--- src/rtl/fifo_arb_pkg.sv ---
// rtl/fifo_arb_pkg.sv - shared state type, default sizes and width helpers for the FIFO write arbiter
package fifo_arb_pkg;

    typedef enum logic {
        IDLE  = 1'b0,
        BURST = 1'b1
    } arb_state_t;

    localparam int NREQ_DEF      = 4;
    localparam int DWIDTH_DEF    = 16;
    localparam int DEPTH_DEF     = 8;
    localparam int MAX_BURST_DEF = 4;

    // Index width that stays legal (>=1) even for a single-entry range
    function automatic int idx_width(input int n);
        return (n > 1) ? $clog2(n) : 1;
    endfunction

    // Credits must represent 0..DEPTH inclusive
    function automatic int credit_width(input int depth);
        return $clog2(depth) + 1;
    endfunction

endpackage

--- src/rtl/rr_pick.sv ---
// rtl/rr_pick.sv - combinational rotating priority encoder, scan begins at start
module rr_pick
    import fifo_arb_pkg::*;
#(
    parameter int NREQ = NREQ_DEF,
    parameter int GW   = idx_width(NREQ)
) (
    input  logic [NREQ-1:0] req,
    input  logic [GW-1:0]   start,
    output logic [GW-1:0]   gnt_idx,
    output logic            any
);

    localparam int SW = GW + 1;

    logic [SW-1:0] sum;
    logic [GW-1:0] idx;

    always_comb begin
        gnt_idx = '0;
        any     = 1'b0;
        sum     = '0;
        idx     = '0;
        for (int i = 0; i < NREQ; i++) begin
            sum = {1'b0, start} + SW'(i);
            if (sum >= SW'(NREQ)) begin
                sum = sum - SW'(NREQ);
            end
            idx = sum[GW-1:0];
            if (!any && req[idx]) begin
                any     = 1'b1;
                gnt_idx = idx;
            end
        end
    end

endmodule

--- src/rtl/fifo_wr_arbiter.sv ---
// rtl/fifo_wr_arbiter.sv - round-robin burst arbiter sharing one FIFO write port, credit-based flow control
module fifo_wr_arbiter
    import fifo_arb_pkg::*;
#(
    parameter int NREQ      = NREQ_DEF,
    parameter int DWIDTH    = DWIDTH_DEF,
    parameter int DEPTH     = DEPTH_DEF,
    parameter int MAX_BURST = MAX_BURST_DEF
) (
    input  logic                     clk,
    input  logic                     rstn,
    input  logic [NREQ-1:0]          req_valid,
    input  logic [NREQ-1:0]          req_last,
    input  logic [NREQ*DWIDTH-1:0]   req_data,
    output logic [NREQ-1:0]          req_ready,
    output logic                     fifo_wr_en,
    output logic [DWIDTH-1:0]        fifo_din,
    input  logic                     fifo_pop,
    output logic [$clog2(NREQ)-1:0]  grant_id,
    output logic                     busy,
    output logic [$clog2(DEPTH):0]   credits,
    output logic                     err
);

    localparam int GW = $clog2(NREQ);
    localparam int BW = idx_width(MAX_BURST);
    localparam int CW = credit_width(DEPTH);

    localparam logic [CW-1:0] CRED_FULL = CW'(DEPTH);
    localparam logic [BW-1:0] LAST_BEAT = BW'(MAX_BURST - 1);
    localparam logic [GW-1:0] LAST_REQ  = GW'(NREQ - 1);

    arb_state_t     state;
    logic [GW-1:0]  rr_ptr;
    logic [BW-1:0]  beat_cnt;
    logic [GW-1:0]  pick_idx;
    logic           pick_any;
    logic           have_credit;
    logic           cur_valid;
    logic           cur_last;
    logic           burst_end;
    logic           pop_ok;
    logic [CW-1:0]  credits_next;

    rr_pick #(
        .NREQ (NREQ),
        .GW   (GW)
    ) u_pick (
        .req     (req_valid),
        .start   (rr_ptr),
        .gnt_idx (pick_idx),
        .any     (pick_any)
    );

    assign have_credit = (credits != '0);
    assign busy        = (state == BURST);
    assign cur_valid   = req_valid[grant_id];
    assign cur_last    = req_last[grant_id];
    assign fifo_wr_en  = busy && have_credit && cur_valid;
    assign fifo_din    = req_data[int'(grant_id)*DWIDTH +: DWIDTH];
    assign burst_end   = fifo_wr_en && (cur_last || (beat_cnt == LAST_BEAT));

    always_comb begin
        req_ready           = '0;
        req_ready[grant_id] = busy && have_credit;
    end

    // A pop while the FIFO is already empty by our count is bogus; drop it
    assign pop_ok       = fifo_pop && (credits != CRED_FULL);
    assign credits_next = credits - CW'(fifo_wr_en) + CW'(pop_ok);

    always_ff @(posedge clk or negedge rstn) begin
        if (!rstn) begin
            state    <= IDLE;
            rr_ptr   <= '0;
            grant_id <= '0;
            beat_cnt <= '0;
            credits  <= CRED_FULL;
            err      <= 1'b0;
        end else begin
            credits <= credits_next;
            if (fifo_pop && !pop_ok) begin
                err <= 1'b1;
            end
            case (state)
                IDLE: begin
                    if (pick_any) begin
                        grant_id <= pick_idx;
                        beat_cnt <= '0;
                        state    <= BURST;
                    end
                end
                BURST: begin
                    if (fifo_wr_en) begin
                        beat_cnt <= beat_cnt + 1'b1;
                        if (burst_end) begin
                            state  <= IDLE;
                            rr_ptr <= (grant_id == LAST_REQ) ? '0 : grant_id + 1'b1;
                        end
                    end
                end
                default: state <= IDLE;
            endcase
        end
    end

endmodule

--- config.mk ---
export PLATFORM = sky130hd
export DESIGN_NAME = fifo_wr_arbiter
export DESIGN_NICKNAME = d
export VERILOG_FILES = /design/src/rtl/fifo_arb_pkg.sv /design/src/rtl/rr_pick.sv /design/src/rtl/fifo_wr_arbiter.sv
export SDC_FILE = /design/constraint.sdc
export NUM_CORES = 1
export LEC_CHECK = 0
export CAP_MARGIN = 20
export CORE_MARGIN = 4
export CORE_UTILIZATION = 29
export CTS_BUF_LIST = sky130_fd_sc_hd__clkbuf_16
export DETAILED_ROUTE_END_ITERATION = 10
export PLACE_DENSITY = 0.74
export SYNTH_ARGS = -nofsm -noshare
export SYNTH_HDL_FRONTEND = slang
export SYNTH_SLANG_ARGS = --single-unit
--- constraint.sdc ---
create_clock -name clk -period 2.5 [get_ports clk]
set_clock_uncertainty 0.2 [all_clocks]
set_input_delay 0.375 -clock clk [delete_from_list [all_inputs] [get_ports clk]]
set_output_delay 0.375 -clock clk [all_outputs]
set_load 0.1 [all_outputs]
==> out/metrics.csv <==
stage,metric,value,unit
global_route,vias in the first global route,1420,
sta,fmax,404,MHz
floorplanning,Die W,73.5,µm
critical_path,startpoint types,flip-flop,
sta,final setup vio count,0,
clock_network,clock sink count,12,
status,status,"finished, final reports clean",
drt,vias per cell,5.16,
placement,dpl hpwl,4.33,mm
layout,fin cells,260,
sta,RSZ-0062 raised after global routing,true,
synth,syn_area_per_cell,13.1,µm²
synth,Post-synth ARST share,100,%
sta,slew margin rel.,60.5,%
layout,"commonest non-fill, non-tap cells in the layout","72 x clkdlybuf4s50_1, 21 x buf_12, 19 x buf_4",
layout,Area Overhead vs Synth,123,%
sta,count of final hold-check violations,0,
sta,Slew Limit Fails,0,
global_route,Congestion Overflow GR,0,
placement,GP Congestion,0.817,
sta,WHS,0.283,ns
floorplanning,core box area,4060,µm²
global_route,largest net degree at the start of global routing,23,
drt,WL per Instance,19.0,µm
clock_network,Worst-path clk slew,0.05,ns
clock_network,CTS tree,done,
clock_network,clock root buffer,clkbuf_16,
floorplanning,full die area,5400,µm²
sta,fraction of the cycle the final worst path needs,99.0,%
layout,share of cells above drive strength 1,38.1,%
clock_network,Worst-Skew Late Latency,0.24,ns
critical_path,Critical Path RT,2.43,ns
critical_path,Critical Path End Type,flip-flop,
layout,fin nets,297,
drt,Routed WL,4.94,mm
drt,DR vias,1342,
synth,Post-Syn Instances,95,
drt,Pre-antenna DRT Iters,4,
hold_path,worst min-delay path class,reg2reg,
clock_network,hold_buf cts,0,
clock_network,CTS max path bufs,2,
global_route,initial antenna violation count,0,
sta,Slew @ Worst Pin,0.590,ns
sta,Tmin final,2.47,ns
synth,yosys warns,0,
synth,largest cells by area after synthesis,"dfrtp_1 22%, mux4_2 20%, mux4_1 15%",
global_route,first-pass GRT wire length,7.27,mm
synth,Most used DFF post-synth,dfrtp_1,
placement,placed cells,254,
synth,Post-synth EDFFs,0,
clock_network,H-tree levels,1,
synth,synthesized flop and latch total,12,
drt,drc violations,0,
layout,Ant. Diodes,0,
synth,sequential share of the synthesized area,24.3,%
placement,Port Buffers,103,
critical_path,worst path arrival time,2.40,ns
global_route,GRT Total Usage,18.0,%
critical_path,Setup CP Type,reg2reg,
synth,cell accounting for the most synthesized area,dfrtp_1,
floorplanning,Rows,23,
drt,1st-iter DRT viols,43,
clock_network,number of CTS-inserted buffers,3,
floorplanning,starting density of the core,30.6,%
run,total of max-cap violations,0,
floorplanning,Die Y,73.5,µm
synth,"Cell Area, Synth",1240,µm²
floorplanning,Ports,104,
critical_path,CP max FO,3,
synth,Synth top area share,22.2,%
layout,"most common cell after layout, fill and taps aside",clkdlybuf4s50_1,
synth,syn nets,181,
synth,post-synthesis cell type count,34,
drt,antenna-violating nets left,0,
==> per-layer routing <==
layer,global-route usage (%),vias up,routed length (µm)
met3,6.02,4,474
met4,5.03,0,43
met1,19.7,648,1700
met2,32.7,82,2720
li1,-,608,-
met5,0,-,0
==> Yosys cell counts (3+ instances only) <==
cell and count:
ha_1 10, nor2_1 3, dfrtp_1 11, and3_1 5
inv_1 11, mux4_2 11, a21oi_1 4, nand2_1 3
mux4_1 7
==> through the flow <==
| step | setup TNS, ns | utilization (%) | instance area (µm²) | setup WS (ns) |
|---|---|---|---|---|
| after CTS | 0 | 66.7 | 2710 | 0.0142 |
| after global routing | -0.126 | 68.2 | 2770 | -0.0453 |
| after floorplan | -0.737 | - | 1290 | -0.262 |
| after global placement | -0.360 | 64.7 | 2620 | -0.154 |
| after detailed placement | -0.515 | 64.7 | 2620 | -0.204 |
| final | 0 | 68.2 | 2770 | 0.0259 |
==> registers in the layout (all words and copies together), names as in the netlist <==
name / flops
credits: 4
err: 1
busy: 1
rr_ptr: 2
grant_id: 2
beat_cnt: 2
==> cell families (layout without fill, tap and decap cells) <==
logic type | Yosys count | count (layout) | synth area share, %
DFF | 12 | 12 | 24.3
xor gates and xnor gates | 3 | 3 | 2.12
buffers and inverters | 16 | 131 | 5.64
and+or+nand+nor | 16 | 16 | 7.96
AOI/OAI and AO/OA | 15 | 15 | 9.57
muxes | 22 | 22 | 38.8
adders and majority gates | 11 | 11 | 11.7
==> cell type report <==
class / instances / area, µm²
inverter: 12 / 60.1
tap: 50 / 62.6
sequential: 12 / 319
clock buffer: 3 / 75.1
clock inverter: 1 / 3.75
timing repair buffer: 115 / 1320
multi-input combinational: 67 / 927
fill: 286 / 1290
==> worst max-delay path, cell delays in order (launching register included) <==
cell     delay [ns]
dfrtp_4        0.48
inv_4          0.08
ha_4           0.12
or3b_4         0.40
nand3_4        0.16
inv_12         0.04
xnor2_4        0.12
ha_2           0.20
inv_2          0.04
fa_1           0.36
xnor2_1        0.14
==> final timing paths <==
path                            start           to  slack [ns]  cells after the start
min reg2reg                       err          err        0.28                      1
min                               err          err        0.28                      1
max                        credits[2]   credits[2]        0.03                     10
min in group asynchronous        rstn   credits[2]        0.31                      1
max in group asynchronous        rstn  grant_id[0]        1.35                      1
max reg2reg                credits[2]   credits[2]        0.03                     10
==> repair_timing <==
item | in CTS | in global routing
pin swaps | 0 | 4
cloned | 0 | 0
setup endpoints to repair | 1 | 6
resized for setup | 1 | 10
buffers inserted | 0 | 2
Power is not shown: default switching activity piles up to over one toggle a cycle in this logic, so the estimate is an artifact.
